**src/rtl/ym3438_dbg_capture.sv**
```systemverilog
// ----------------------------------------------------------------------------
// ym3438_dbg_capture
//
// Receiving end of the debug read chains. After the chain's parallel-load
// strobe (load & c1) the block waits for the next c2, then samples the chain
// tail on every c1, packs the bits LSB-first into DATA_WIDTH-bit words and
// pushes each completed word into a first-word-fall-through FIFO.
//
// Parameters:
//   DATA_WIDTH  output word width
//   TOTAL_BITS  chain length (bits per frame)
//   FIFO_DEPTH  FIFO depth in words, power of two, >= 2
//
// Ports:
//   MCLK       sole clock, rising edge
//   IC         synchronous active-low reset
//   c1, c2     two-phase enable strobes (never coincident)
//   load       chain parallel-load signal, qualified by c1
//   dbg_in     serial output of the chain tail
//   rd_en      pop the head word (ignored while empty)
//   err_clr    clear overflow and load_err (a coincident set wins)
//   rd_data    FIFO head word, zero while empty
//   rd_valid   FIFO not empty
//   rd_parity  even parity of the head word (0 unless parity storage built)
//   busy       frame capture in progress
//   overflow   sticky: a completed word was dropped on a full FIFO
//   load_err   sticky: load & c1 arrived while busy
//
// Build option:
//   YM3438_DBG_CAPTURE_PARITY_EN  store a parity bit per word in the FIFO
// ----------------------------------------------------------------------------
module ym3438_dbg_capture #(
    parameter int DATA_WIDTH = 16,
    parameter int TOTAL_BITS = 64,
    parameter int FIFO_DEPTH = 4
) (
    input  logic                  MCLK,
    input  logic                  IC,
    input  logic                  c1,
    input  logic                  c2,
    input  logic                  load,
    input  logic                  dbg_in,
    input  logic                  rd_en,
    input  logic                  err_clr,
    output logic [DATA_WIDTH-1:0] rd_data,
    output logic                  rd_valid,
    output logic                  rd_parity,
    output logic                  busy,
    output logic                  overflow,
    output logic                  load_err
);

    localparam int AW = $clog2(FIFO_DEPTH);
    localparam int CW = (TOTAL_BITS > 1) ? $clog2(TOTAL_BITS) : 1;
    localparam int PW = (DATA_WIDTH > 1) ? $clog2(DATA_WIDTH) : 1;
    localparam logic [CW-1:0] LAST_BIT = CW'(TOTAL_BITS - 1);
    localparam logic [PW-1:0] LAST_POS = PW'(DATA_WIDTH - 1);

    typedef enum logic [1:0] {
        ST_IDLE  = 2'd0,
        ST_ARMED = 2'd1,
        ST_SHIFT = 2'd2
    } state_t;

    state_t                state_reg, state_next;
    logic [CW-1:0]         bit_cnt_reg, bit_cnt_next;
    logic [PW-1:0]         pos_reg, pos_next;
    logic [DATA_WIDTH-1:0] word_reg, word_next;
    logic                  overflow_reg, load_err_reg;

    logic [DATA_WIDTH-1:0] sample_word;
    logic                  load_hit;
    logic                  sample;
    logic                  last_bit;
    logic                  word_done;
    logic                  load_err_set;

    logic [AW:0]           wr_ptr_reg, rd_ptr_reg;
    logic [DATA_WIDTH-1:0] mem [FIFO_DEPTH];
    logic                  fifo_empty, fifo_full;
    logic                  pop, push_ok, overflow_set;

    assign load_hit  = load & c1;
    assign sample    = (state_reg == ST_SHIFT) & c1;
    assign last_bit  = (bit_cnt_reg == LAST_BIT);
    // A word closes on its top bit position or on the final frame bit, so a
    // short last word keeps its unsampled upper bits at zero.
    assign word_done = sample & ((pos_reg == LAST_POS) | last_bit);

    // Current word with this cycle's bit merged in at pos_reg; this is both
    // the value carried forward and the value pushed on completion.
    generate
        for (genvar gi = 0; gi < DATA_WIDTH; gi++) begin : g_merge
            assign sample_word[gi] = word_reg[gi] | (dbg_in & (pos_reg == PW'(gi)));
        end
    endgenerate

    // ---------------- capture FSM ----------------
    always_comb begin
        state_next   = state_reg;
        bit_cnt_next = bit_cnt_reg;
        pos_next     = pos_reg;
        word_next    = word_reg;
        load_err_set = 1'b0;
        case (state_reg)
            ST_IDLE: begin
                if (load_hit) state_next = ST_ARMED;
            end
            ST_ARMED: begin
                if (load_hit) load_err_set = 1'b1;
                if (c2)       state_next   = ST_SHIFT;
            end
            ST_SHIFT: begin
                if (load_hit) load_err_set = 1'b1;
                if (c1) begin
                    if (word_done) begin
                        word_next = '0;
                        pos_next  = '0;
                    end else begin
                        word_next = sample_word;
                        pos_next  = pos_reg + PW'(1);
                    end
                    if (last_bit) begin
                        bit_cnt_next = '0;
                        state_next   = ST_IDLE;
                    end else begin
                        bit_cnt_next = bit_cnt_reg + CW'(1);
                    end
                end
            end
            default: state_next = ST_IDLE;
        endcase
    end

    always_ff @(posedge MCLK) begin
        if (!IC) begin
            state_reg   <= ST_IDLE;
            bit_cnt_reg <= '0;
            pos_reg     <= '0;
            word_reg    <= '0;
        end else begin
            state_reg   <= state_next;
            bit_cnt_reg <= bit_cnt_next;
            pos_reg     <= pos_next;
            word_reg    <= word_next;
        end
    end

    // ---------------- FIFO ----------------
    // Pointers carry one extra wrap bit to tell full from empty.
    assign fifo_empty   = (wr_ptr_reg == rd_ptr_reg);
    assign fifo_full    = (wr_ptr_reg[AW] != rd_ptr_reg[AW]) &&
                          (wr_ptr_reg[AW-1:0] == rd_ptr_reg[AW-1:0]);
    assign pop          = rd_en & ~fifo_empty;
    // A pop on the same edge frees the slot, so a full FIFO still accepts.
    assign push_ok      = word_done & (~fifo_full | pop);
    assign overflow_set = word_done & fifo_full & ~pop;

    always_ff @(posedge MCLK) begin
        if (!IC) begin
            wr_ptr_reg <= '0;
            rd_ptr_reg <= '0;
        end else begin
            if (push_ok) wr_ptr_reg <= wr_ptr_reg + 1'b1;
            if (pop)     rd_ptr_reg <= rd_ptr_reg + 1'b1;
        end
    end

    // Storage has no reset; the outputs are masked while empty instead.
    always_ff @(posedge MCLK) begin
        if (IC && push_ok) mem[wr_ptr_reg[AW-1:0]] <= sample_word;
    end

    // Fall-through head: the word is visible the cycle after it is written.
    assign rd_valid = ~fifo_empty;
    assign rd_data  = fifo_empty ? '0 : mem[rd_ptr_reg[AW-1:0]];

`ifdef YM3438_DBG_CAPTURE_PARITY_EN
    logic par_mem [FIFO_DEPTH];

    always_ff @(posedge MCLK) begin
        if (IC && push_ok) par_mem[wr_ptr_reg[AW-1:0]] <= ^sample_word;
    end

    assign rd_parity = ~fifo_empty & par_mem[rd_ptr_reg[AW-1:0]];
`else
    assign rd_parity = 1'b0;
`endif

    // ---------------- sticky error flags (set beats clear) ----------------
    always_ff @(posedge MCLK) begin
        if (!IC) begin
            overflow_reg <= 1'b0;
            load_err_reg <= 1'b0;
        end else begin
            if (overflow_set)  overflow_reg <= 1'b1;
            else if (err_clr)  overflow_reg <= 1'b0;
            if (load_err_set)  load_err_reg <= 1'b1;
            else if (err_clr)  load_err_reg <= 1'b0;
        end
    end

    assign overflow = overflow_reg;
    assign load_err = load_err_reg;
    assign busy     = (state_reg != ST_IDLE);

endmodule

```
**config.mk**
```make
export PLATFORM = sky130hd
export DESIGN_NAME = ym3438_dbg_capture
export DESIGN_NICKNAME = d
export VERILOG_FILES = /design/src/rtl/ym3438_dbg_capture.sv
export SDC_FILE = /design/constraint.sdc
export NUM_CORES = 1
export LEC_CHECK = 0
export BUFFER_PORTS_ARGS = -buffer_cell sky130_fd_sc_hd__buf_2
export CAP_MARGIN = 0
export CORE_MARGIN = 2
export CORE_UTILIZATION = 54
export DETAILED_ROUTE_END_ITERATION = 7
export PLACE_DENSITY_LB_ADDON = 0.05
export SETUP_SLACK_MARGIN = 0.4
export SLEW_MARGIN = 15
export SYNTH_ARGS = -nofsm -noshare
export SYNTH_HDL_FRONTEND = slang
export SYNTH_SLANG_ARGS = --single-unit
```
**constraint.sdc**
```tcl
create_clock -name MCLK -period 2.2 [get_ports MCLK]
set_input_delay 0.11 -clock MCLK [delete_from_list [all_inputs] [get_ports MCLK]]
set_output_delay 0.11 -clock MCLK [all_outputs]
set_load 0.005 [all_outputs]
```
==> impl_metrics.py, run 1 <==
metrics = {
    "status": {
        "outcome": "finished clean",
    },
    "synthesis": {
        "synth_fa_ha_area_share_pct": 4.08,
        "synth_compound_area_share_pct": 9.07,
        "synth.mux.area_fraction_pct": 9.13,
        "syn_avg_cell_area_um2": 13.6,
        "synth_edf_count": 64,
        "ys_seq_area_share_pct": 62.5,
        "synth_top_family_by_area": "simple AND/OR/NAND/NOR gates",
        "syn-cell-area_um2": 4290,
        "synth_ff_type": "edfxtp_1",
        "synth_top_area_share_pct": 44.8,
        "ys_types": 46,
        "synthArstFlopShare_pct": 0,
        "syn_inst": 315,
        "syn_nets": 337,
        "synthTopCellsByArea": "edfxtp_1 45%, dfxtp_1 18%, mux4_2 8.4%",
        "synth_top_cell_by_area": "edfxtp_1",
        "synth-simple-area-share_pct": 10.9,
        "yosys_warnings": 0,
        "synth_xor_area_share_pct": 1.84,
        "ys_ff_latch": 102,
    },
    "global_routing": {
        "grt_first_pass_wirelength_mm": 14.3,
        "grt_use_total_pct": 22.2,
        "antenna_found_initial": 0,
        "overflow": 0,
        "grt_pass1_vias": 2670,
        "grt_max_degree": 20,
    },
    "final_layout": {
        "drive_gt1_share_pct": 37.0,
        "fillers": 564,
        "nNetsFinal": 390,
        "largest_reg_flops": 64,
        "final_core_util_pct": 67.5,
        "antenna_cells": 0,
        "syn2layout_area_growth_pct": 21.5,
    },
    "pwr": {
        "switching_share_pct": 23.4,
        "vdd_drop_max_mv": 0.322,
        "p_int_uw": 2510,
        "share_clk_of_total_power_pct": 31.5,
        "power.density_nw_per_um2": 628,
        "power.net_switching_uw": 765,
        "p_comb_share_pct": 6.1,
        "p_seq_share_pct": 62.4,
        "total_power_uw": 3270,
        "leakage_uw": 0.00181,
    },
    "timing": {
        "whs_ns": 0.0205,
        "setup_violations": 0,
        "max_freq_mhz": 551,
        "period_needed_ns": 1.81,
        "period_share_pct": 82.5,
        "rsz0062_at_grt": "yes",
        "relSlewSlack_pct": 61.2,
        "tightest_slew_ns": 0.579,
        "fin_setup_tns_ns": 0,
        "fin_skew_ns": 0.00966,
        "hold_viol": 0,
        "maxSlewViolCount": 0,
    },
    "clock_network": {
        "htree_levels": 3,
        "numCtsBuffers": 9,
        "numClockSinks": 102,
        "cts_tree": "built",
        "clk_latency_ns": 0.36,
        "clockBufferDepth": 2,
        "ctsRootBufferMaster": "clkbuf_8",
        "ctsHoldBuffers": 0,
        "path_clk_slew_ns": 0.09,
    },
    "hold_path": {
        "hold-path-endpoint": "load_err$_SDFFE_PN0P_",
        "hold_path_depth": 3,
        "hp-start": "err_clr",
        "hp-class": "primary input to flip-flop",
    },
    "critical_path": {
        "crit_buf_inv": 2,
        "crit_slowest_cell": "mux4_2",
        "crit_chain": "buf_12 -> mux4_2 -> nor2b_4 -> buf_2",
        "reg2reg_from": "rd_ptr_reg[0]$_SDFFE_PN0N_",
        "critPathArrivalTime_ns": 1.70,
        "crit_path_start_kind": "flip-flop",
        "critPathCaptureType": "output port",
        "reg2reg_to": "mem[1][14]$_DFFE_PP_",
        "reg2reg_depth": 5,
        "cpPeakStageDelay_ns": 0.53,
        "worst-setup-path-type": "flip-flop to output port",
        "r2r_slack_ns": 0.43,
        "required_ns": 2.09,
        "cp.depth": 4,
        "path_delay_family": "multiplexers",
        "crit_path_max_fanout": 8,
    },
    "floorplan": {
        "core.rowCount": 32,
        "die_area_um2": 8670,
        "core_um2": 7730,
        "die_w_um": 93.1,
        "fp.dieH_um": 93.1,
        "initial_utilization_pct": 55.5,
        "io_pins": 29,
    },
    "placement": {
        "dpl.hpwl_mm": 5.37,
        "gp_congestion": 0.779,
        "io_buffers": 27,
    },
    "routing": {
        "vias_per_cell": 5.62,
        "drcViolationCount": 0,
        "ant_nets": 0,
        "routed_wl_mm": 8.88,
        "wire_per_inst_um": 18.7,
        "vias": 2669,
        "drt_pass1_iterations": 7,
        "drt_iter0_markers": 151,
    },
    "job": {
        "drv_cap": 0,
    },
}
## tightest hold or removal path: stages
cell	delay, ns
buf_2	0.08
nand2b_1	0.09
a21oi_1	0.05
## what timing repair did
item	CTS	global route
setup buffers	13	6
gates cloned	4	0
gates resized for setup	39	26
setup endpoints to repair	81	88
pin swaps	10	5
## synth_stat cells, types with 2 or more instances
master    count
a31oi_1       2
nor2b_1      10
a21o_1        2
inv_1        10
mux2i_1       2
dfxtp_1      38
and2b_1       7
buf_2         2
mux4_2       16
nor2_1       28
and3_1        4
a31o_2        5
xor2_1        8
nand2b_1      5
nand4_1       4
nor3b_1       2
o21bai_1     11
clkbuf_1      5
a311oi_1      3
nand2_1      15
nand3_1       8
edfxtp_1     64
buf_4         3
ha_1         14
a21oi_1       9
o21ai_0      18
## worst max-delay path by stage
| stage | end | slack, ns | startpoint |
|---|---|---|---|
| global placement | mem[0][9]$_DFFE_PP_ | 0.19 | pos_reg[0]$_SDFFE_PN0P_ |
| detailed placement | mem[0][9]$_DFFE_PP_ | 0.14 | pos_reg[0]$_SDFFE_PN0P_ |
| finish | rd_data[10] | 0.39 | flip-flop |
| global route | rd_data[13] | 0.32 | flip-flop |
| floorplan | mem[0][0]$_DFFE_PP_ | 0.42 | bit_cnt_reg[0]$_SDFFE_PN0P_ |
| CTS | rd_data[10] | 0.34 | flip-flop |
## power groups by stage
stage	Clock (uW)	Sequential, uW	Combinational [uW]
6_report	1030	2040	200
4_1_cts	1050	2040	191
2_1_floorplan	0	2080	126
5_1_grt	1120	2040	228
3_3_place_gp	0	2090	178
3_5_place_dp	0	2090	178
## cells by family (layout without fill, tap and decap cells)
| kind of cell | Yosys count | after routing |
|---|---|---|
| other | 1 | 1 |
| AOI/OAI and AO/OA | 57 | 57 |
| DFF | 102 | 102 |
| xor gates and xnor gates | 9 | 9 |
| and+or+nand+nor | 90 | 93 |
| buffers and inverters | 23 | 78 |
| adders and majority gates | 14 | 14 |
| muxes | 19 | 19 |
## cell usage in the layout, fill, tap and decap left out, drive strengths merged, types with 3 or more instances in the layout
cell    Yosys  routed
o21bai     11      11
ha         14      14
and3        4       7
clkinv      1       4
o21ai      19      19
nand3       9       9
inv        10      11
xor2        8       8
nor2b      10      10
a311oi      3       3
a31o        5       5
nand2      15      15
dfxtp      38      38
buf         6      51
clkbuf      6      10
and2b       7       7
a21oi      10      10
mux4       16      16
nand2b      5       5
edfxtp     64      64
nor2       28      28
nand4       4       4
## cell type report
| class | count | area, um^2 | area share [%] |
|---|---|---|---|
| Tap cell | 102 | 128 | 2.45 |
| Clock buffer | 10 | 128 | 2.45 |
| Clock inverter | 6 | 36.3 | 0.696 |
| Inverter | 11 | 41.3 | 0.792 |
| Multi-Input combinational cell | 193 | 1780 | 34.1 |
| Sequential cell | 102 | 2710 | 52.0 |
| Timing Repair Buffer | 51 | 393 | 7.54 |
## metal layers
layer | share of wire, % | vias to the layer above | track usage, %
li1 | - | 1273 | -
met1 | 45 | 1325 | 30.5
met2 | 49 | 63 | 36.7
met3 | 4.7 | 8 | 3.71
met4 | 1.0 | 0 | 6.99
met5 | 0 | - | 0
## through the flow
step                      std cells  worst slack (ns)  instance area, um^2
after floorplan                 315             0.423                 4320
after global placement          436             0.188                 4550
after detailed placement        436             0.142                 4550
after CTS                       469             0.341                 5050
after global routing            475             0.323                 5210
final                           475             0.385                 5210
(Power assumes the default switching activity.)
==> run 2: changes to the inputs <==
==> constraint.sdc (replaced) <==
create_clock -name MCLK -period 1.5 [get_ports MCLK]
set_input_delay 0.075 -clock MCLK [delete_from_list [all_inputs] [get_ports MCLK]]
set_output_delay 0.075 -clock MCLK [all_outputs]
set_load 0.005 [all_outputs]
==> run 2 against run 1 <==
- the flow now finishes with violations (setup timing)
- worst setup slack got worse by 0.72 ns
- register-to-register slack got worse by 0.76 ns
- combinational power increased to 3.6 times the previous value
- count of clock-buffer cells in the layout unchanged
- hold slack improved by 0.016 ns
- sequential power increased by 47%
- die area unchanged
- sequential cell count unchanged
- via count increased by 14%
- non-clock buffer count increased by 61
- final area increased by 22%
- clock power increased by 55%
==> impl_metrics.py, run 2 (synthesized netlist as in run 1, its figures left out) <==
metrics = {
    "critical_path": {
        "critPathLaunch": "bit_cnt_reg[4]$_SDFFE_PN0P_",
        "crit_path_max_fanout": 8,
        "reg2reg_from": "bit_cnt_reg[4]$_SDFFE_PN0P_",
        "required_ns": 1.57,
        "r2r_slack_ns": -0.33,
        "path_delay_family": "simple AND/OR/NAND/NOR gates",
        "crit_end": "mem[1][0]$_DFFE_PP_",
        "cpPeakStageDelay_ns": 0.34,
        "worst-setup-path-type": "flip-flop to flip-flop",
        "crit_slowest_cell": "dfxtp_1",
        "crit_chain": "nand2_1 -> o22a_4 -> nor3_4 -> buf_6 -> and3_4",
        "cp.depth": 5,
        "critPathCaptureType": "flip-flop",
        "critPathArrivalTime_ns": 1.90,
        "reg2reg_depth": 5,
        "reg2reg_to": "mem[1][0]$_DFFE_PP_",
        "crit_buf_inv": 1,
        "crit_path_start_kind": "flip-flop",
    },
    "status": {
        "violations": "setup timing",
        "outcome": "complete, but fails checks",
    },
    "routing": {
        "drt_iter0_markers": 151,
        "drt_pass1_iterations": 4,
        "wire_per_inst_um": 19.8,
        "ant_nets": 0,
        "vias": 3038,
        "drcViolationCount": 0,
        "routed_wl_mm": 10.6,
        "vias_per_cell": 5.68,
    },
    "global_routing": {
        "grt_use_total_pct": 24.9,
        "overflow": 0,
        "antenna_found_initial": 0,
        "grt_max_degree": 19,
        "grt_pass1_vias": 3086,
        "grt_first_pass_wirelength_mm": 16.1,
    },
    "placement": {
        "io_buffers": 27,
        "dp_cells": 482,
        "post-place-ws_ns": -0.200,
        "dpl.hpwl_mm": 5.35,
        "placed_area_um2": 5130,
        "gp_congestion": 0.749,
    },
    "timing": {
        "rsz0062_at_grt": "yes",
        "period_needed_ns": 1.83,
        "period_share_pct": 122,
        "whs_ns": 0.0361,
        "setup_violations": 104,
        "maxSlewViolCount": 0,
        "fin_setup_tns_ns": -25.81,
        "hold_viol": 0,
        "fin_skew_ns": 0.00947,
        "max_freq_mhz": 545,
        "postLayoutSetupSlackWorst_ns": -0.335,
    },
    "final_layout": {
        "largest_reg_flops": 64,
        "syn2layout_area_growth_pct": 48.7,
        "nNetsFinal": 450,
        "multiInputGateArea_um2": 2190,
        "finalNonFillerCells": 535,
        "antenna_cells": 0,
        "seq_area_um2": 2700,
        "final_cell_mix": "64 x edfxtp_1, 37 x buf_6, 31 x buf_4",
        "design_area_um2": 6380,
        "fillers": 373,
        "drive_gt1_share_pct": 56.4,
        "final_common_cell": "edfxtp_1",
    },
    "floorplan": {
        "die_area_um2": 8670,
        "core.rowCount": 32,
        "core_um2": 7730,
        "io_pins": 29,
        "die_w_um": 93.1,
        "initial_utilization_pct": 55.5,
        "fp.dieH_um": 93.1,
    },
    "clock_network": {
        "numClockSinks": 102,
        "htree_levels": 3,
        "cts_tree": "built",
        "numCtsBuffers": 9,
        "clockBufferDepth": 2,
        "path_clk_slew_ns": 0.10,
        "clk_latency_ns": 0.36,
        "ctsRootBufferMaster": "clkbuf_8",
    },
    "job": {
        "drv_cap": 0,
    },
    "hold_path": {
        "hp-class": "primary input to flip-flop",
    },
    "pwr": {
        "power.density_nw_per_um2": 836,
        "leakage_uw": 0.00225,
        "vdd_drop_max_mv": 0.547,
    },
}
[run 2: changes by cell type in the layout (fill, tap and decap cells not counted), sizes merged]
| cell | change |
|---|---|
| and3 | -1 |
| buf | +57 |
| bufbuf | +1 |
| clkbuf | +1 |
| clkinvlp | -1 |
| dlygate4sd3 | +2 |
| inv | +1 |
[run 2: stage by stage]
stage / util (%) / power [uW]
floorplan: - / 3280
CTS: 78.7 / 5250
global route: 82.6 / 5540
detailed placement: 66.4 / 3430
global placement: 66.4 / 3420
finish: 82.6 / 5330
[run 2: worst min path at each step]
stage	to	from	depth (start not counted)
final	load_err$_SDFFE_PN0P_	c1	3
after global routing	load_err$_SDFFE_PN0P_	c1	3
after CTS	load_err$_SDFFE_PN0P_	c1	3
after detailed placement	load_err$_SDFFE_PN0P_	err_clr	3
after global placement	load_err$_SDFFE_PN0P_	err_clr	3
after floorplan	wr_ptr_reg[2]$_SDFFE_PN0P_	IC	2
[run 2: timing repair]
item | CTS | global route
pin swaps | 34 | 19
resized for setup | 113 | 39
buffers inserted | 19 | 9
setup endpoints to repair | 183 | 184
hold endpoints to repair | 1 | 0
hold buffers | 2 | 0
cloned | 6 | 1
[run 2: routing by layer]
| metal | vias up | GRT usage [%] | wire (um) |
|---|---|---|---|
| met2 | 86 | 43.7 | 5770 |
| met1 | 1531 | 30.1 | 4160 |
| li1 | 1396 | - | - |
| met5 | - | 0 | 0 |
| met4 | 0 | 11.9 | 308 |
| met3 | 25 | 4.03 | 375 |
[run 2: worst register-to-register path, cell delays in order, from the launching register on]
cell and delay [ns]:
dfxtp_1 0.34, nand2_1 0.18, o22a_4 0.29, nor3_4 0.29, buf_6 0.16, and3_4 0.29
[run 2: area by class of cell]
| cell class | count | share of cell area (%) |
|---|---|---|
| Sequential cell | 102 | 42.3 |
| Multi-Input combinational cell | 192 | 34.3 |
| Timing Repair Buffer | 112 | 17.7 |
| Clock buffer | 10 | 2.00 |
| Tap cell | 102 | 2.00 |
| Clock inverter | 6 | 0.843 |
| Inverter | 11 | 0.804 |
[run 2: where the power goes]
group,switching [uW],internal (uW)
registers,22.5,2980
logic,329,400
clock network,974,631
==> run 3: changes to the inputs <==
--- a/config.mk
+++ b/config.mk
@@ -5,6 +5,7 @@
 export SDC_FILE = /design/constraint.sdc
 export NUM_CORES = 1
 export LEC_CHECK = 0
+export ABC_AREA = 1
 export BUFFER_PORTS_ARGS = -buffer_cell sky130_fd_sc_hd__buf_2
 export CAP_MARGIN = 0
 export CORE_MARGIN = 2
==> run 3 against run 2 <==
- the run still ends with setup timing left
- sequential cell count unchanged
- global-route usage shrank 0.21 points
- sequential share of layout area shrank 2.0 points
- die area rose by 4.4%
- via count up 18%
- first-iteration DRC count grew 37%
- count of clock-buffer cells in the layout fell by 1
- worst setup slack better by 0.078 ns
- clock power up 4%
- sequential power barely moved
- clock skew up 0.0016 ns
- synthesized cell count grew 35%
- largest cell class unchanged
==> impl_metrics.py, run 3 <==
metrics = {
    "synthesis": {
        "synth_ff_type": "edfxtp_1",
        "synthArstFlopShare_pct": 0,
        "synth_compound_area_share_pct": 10.2,
        "yosys_warnings": 0,
        "ys_types": 36,
        "synth_most_common_cell": "edfxtp_1",
        "synth_top_cell_by_area": "edfxtp_1",
        "synthTopCellsByArea": "edfxtp_1 43%, dfxtp_1 17%, nand2_1 4.7%",
        "synth_top_area_share_pct": 42.8,
        "syn_avg_cell_area_um2": 10.5,
        "synth.mux.area_fraction_pct": 3.57,
        "syn-cell-area_um2": 4490,
        "syn_inst": 426,
        "synth_top_family_by_area": "simple AND/OR/NAND/NOR gates",
        "ys_seq_area_share_pct": 59.8,
        "synth_fa_ha_area_share_pct": 3.90,
        "synth-simple-area-share_pct": 14.9,
        "syn_nets": 448,
        "synth_xor_area_share_pct": 0.975,
        "synth_edf_count": 64,
        "yosys-top-cells-count": "64 x edfxtp_1, 56 x nand2_1, 53 x nor2_1",
        "ys_ff_latch": 102,
    },
    "global_routing": {
        "overflow": 0,
        "antenna_found_initial": 0,
        "grt_pass1_vias": 3332,
        "grt_use_total_pct": 24.7,
        "grt_first_pass_wirelength_mm": 16.6,
        "grt_max_degree": 31,
    },
    "critical_path": {
        "required_ns": 1.61,
        "crit_buf_inv": 3,
        "r2r_slack_ns": -0.26,
        "critPathCaptureType": "flip-flop",
        "reg2reg_to": "mem[3][0]$_DFFE_PP_",
        "crit_slowest_cell": "dfxtp_2",
        "path_delay_family": "simple AND/OR/NAND/NOR gates",
        "critPathArrivalTime_ns": 1.86,
        "reg2reg_from": "bit_cnt_reg[1]$_SDFFE_PN0P_",
        "worst-setup-path-type": "flip-flop to flip-flop",
        "cpPeakStageDelay_ns": 0.37,
        "crit_path_start_kind": "flip-flop",
        "crit_path_max_fanout": 8,
        "cp.depth": 10,
        "reg2reg_depth": 10,
        "crit_chain": "ha_4 -> inv_2 -> nor2_4 -> nand3_4 -> nand2_4 -> nand2_4 -> inv_4 -> nand2_8 -> nor2_4 -> clkbuf_16",
    },
    "pwr": {
        "switching_share_pct": 27.8,
        "share_clk_of_total_power_pct": 29.2,
        "leakage_uw": 0.00261,
        "vdd_drop_max_mv": 0.613,
        "p_int_uw": 4130,
        "power.net_switching_uw": 1590,
        "p_seq_share_pct": 53.0,
        "p_comb_share_pct": 17.7,
        "power.density_nw_per_um2": 853,
    },
    "status": {
        "outcome": "complete, but fails checks",
        "violations": "setup timing",
    },
    "clock_network": {
        "htree_levels": 3,
        "cts_tree": "built",
        "ctsRootBufferMaster": "clkbuf_8",
        "path_clk_slew_ns": 0.10,
        "clockBufferDepth": 2,
        "clk_latency_ns": 0.38,
        "numClockSinks": 102,
        "numCtsBuffers": 9,
    },
    "job": {
        "drv_cap": 0,
    },
    "timing": {
        "rsz0062_at_grt": "yes",
        "whs_ns": 0.0511,
        "period_needed_ns": 1.76,
        "period_share_pct": 117,
        "hold_viol": 0,
        "max_freq_mhz": 569,
        "fin_skew_ns": 0.0111,
        "postLayoutSetupSlackWorst_ns": -0.256,
        "fin_setup_tns_ns": -15.92,
        "setup_violations": 93,
        "maxSlewViolCount": 0,
    },
    "routing": {
        "drt_pass1_iterations": 5,
        "ant_nets": 0,
        "vias_per_cell": 5.45,
        "vias": 3576,
        "drcViolationCount": 0,
        "drt_iter0_markers": 207,
        "routed_wl_mm": 12.1,
        "wire_per_inst_um": 18.4,
    },
    "final_layout": {
        "final_common_cell": "edfxtp_1",
        "final_core_util_pct": 82.4,
        "drive_gt1_share_pct": 51.9,
        "syn2layout_area_growth_pct": 49.3,
        "final_cell_mix": "64 x edfxtp_1, 43 x buf_6, 38 x buf_4",
        "antenna_cells": 0,
        "nNetsFinal": 568,
        "largest_reg_flops": 64,
    },
    "floorplan": {
        "die_area_um2": 9060,
        "initial_utilization_pct": 55.2,
        "die_w_um": 95.2,
        "core_um2": 8130,
        "io_pins": 29,
        "core.rowCount": 33,
        "fp.dieH_um": 95.2,
    },
    "hold_path": {
        "hold_path_depth": 3,
        "hold-path-endpoint": "rd_ptr_reg[2]$_SDFFE_PN0N_",
        "hp-start": "rd_en",
        "hp-class": "primary input to flip-flop",
    },
    "placement": {
        "post-place-ws_ns": -0.135,
        "gp_congestion": 0.813,
        "io_buffers": 27,
        "dpl.hpwl_mm": 6.34,
    },
}
[run 3: how the worst max path moves through the flow]
stage / from / endpoint / slack, ns
after floorplan: state_reg[0]$_SDFFE_PN0P_ / mem[3][0]$_DFFE_PP_ / -0.23
after global placement: state_reg[1]$_SDFFE_PN0P_ / mem[3][3]$_DFFE_PP_ / -0.11
after detailed placement: state_reg[1]$_SDFFE_PN0P_ / mem[3][4]$_DFFE_PP_ / -0.13
after CTS: rd_ptr_reg[0]$_SDFFE_PN0N_ / rd_data[3] / -0.18
after global routing: bit_cnt_reg[1]$_SDFFE_PN0P_ / mem[3][4]$_DFFE_PP_ / -0.29
final: bit_cnt_reg[1]$_SDFFE_PN0P_ / mem[3][0]$_DFFE_PP_ / -0.26
[run 3: timing repair]
item,4_1_cts,5_1_grt
hold buffers,3,0
hold endpoints to repair,2,0
cloned,4,2
resized for setup,120,107
endpoints found under the setup margin,183,184
pin swaps,50,41
setup buffers,23,10
[run 3: kinds of logic (layout without fill, tap and decap cells)]
family,count (synthesis),in the layout
simple gates,143,145
flops,102,102
compound gates,78,78
buf+inv,67,190
mux,16,16
fa+ha+maj,14,14
xor+xnor,5,5
other cells,1,1
[run 3: through the flow]
stage	area (um^2)	total power, uW	std cells
5_1_grt	6700	5940	656
4_1_cts	6180	5560	644
6_report	6700	5720	656
3_3_place_gp	5260	3600	598
2_1_floorplan	4590	3430	426
3_5_place_dp	5260	3620	598
[run 3: layer usage]
metal	vias to the layer above	global-route usage [%]	routed length (um)
met5	-	0	0
met4	0	9.66	445
met3	34	3.95	407
met2	109	42.4	6320
met1	1751	31.5	4910
li1	1682	-	-
[run 3: power groups by stage]
stage | Combinational, uW | Clock, uW | Sequential, uW
5_1_grt | 1070 | 1830 | 3040
3_3_place_gp | 507 | 0 | 3090
2_1_floorplan | 328 | 0 | 3100
4_1_cts | 843 | 1680 | 3040
3_5_place_dp | 527 | 0 | 3090
6_report | 1010 | 1670 | 3030
[run 3: area by class of cell]
| type | count | area, um^2 |
|---|---|---|
| Timing Repair Buffer | 122 | 1240 |
| Fill cell | 440 | 1430 |
| Inverter | 52 | 226 |
| Tap cell | 105 | 131 |
| Multi-Input combinational cell | 259 | 2210 |
| Sequential cell | 102 | 2710 |
| Clock buffer | 9 | 124 |
| Clock inverter | 7 | 65.1 |
[run 3: worst min-delay path, cell delays in order]
cell and delay (ns):
buf_2 0.15, nand3_1 0.10, a21oi_1 0.06
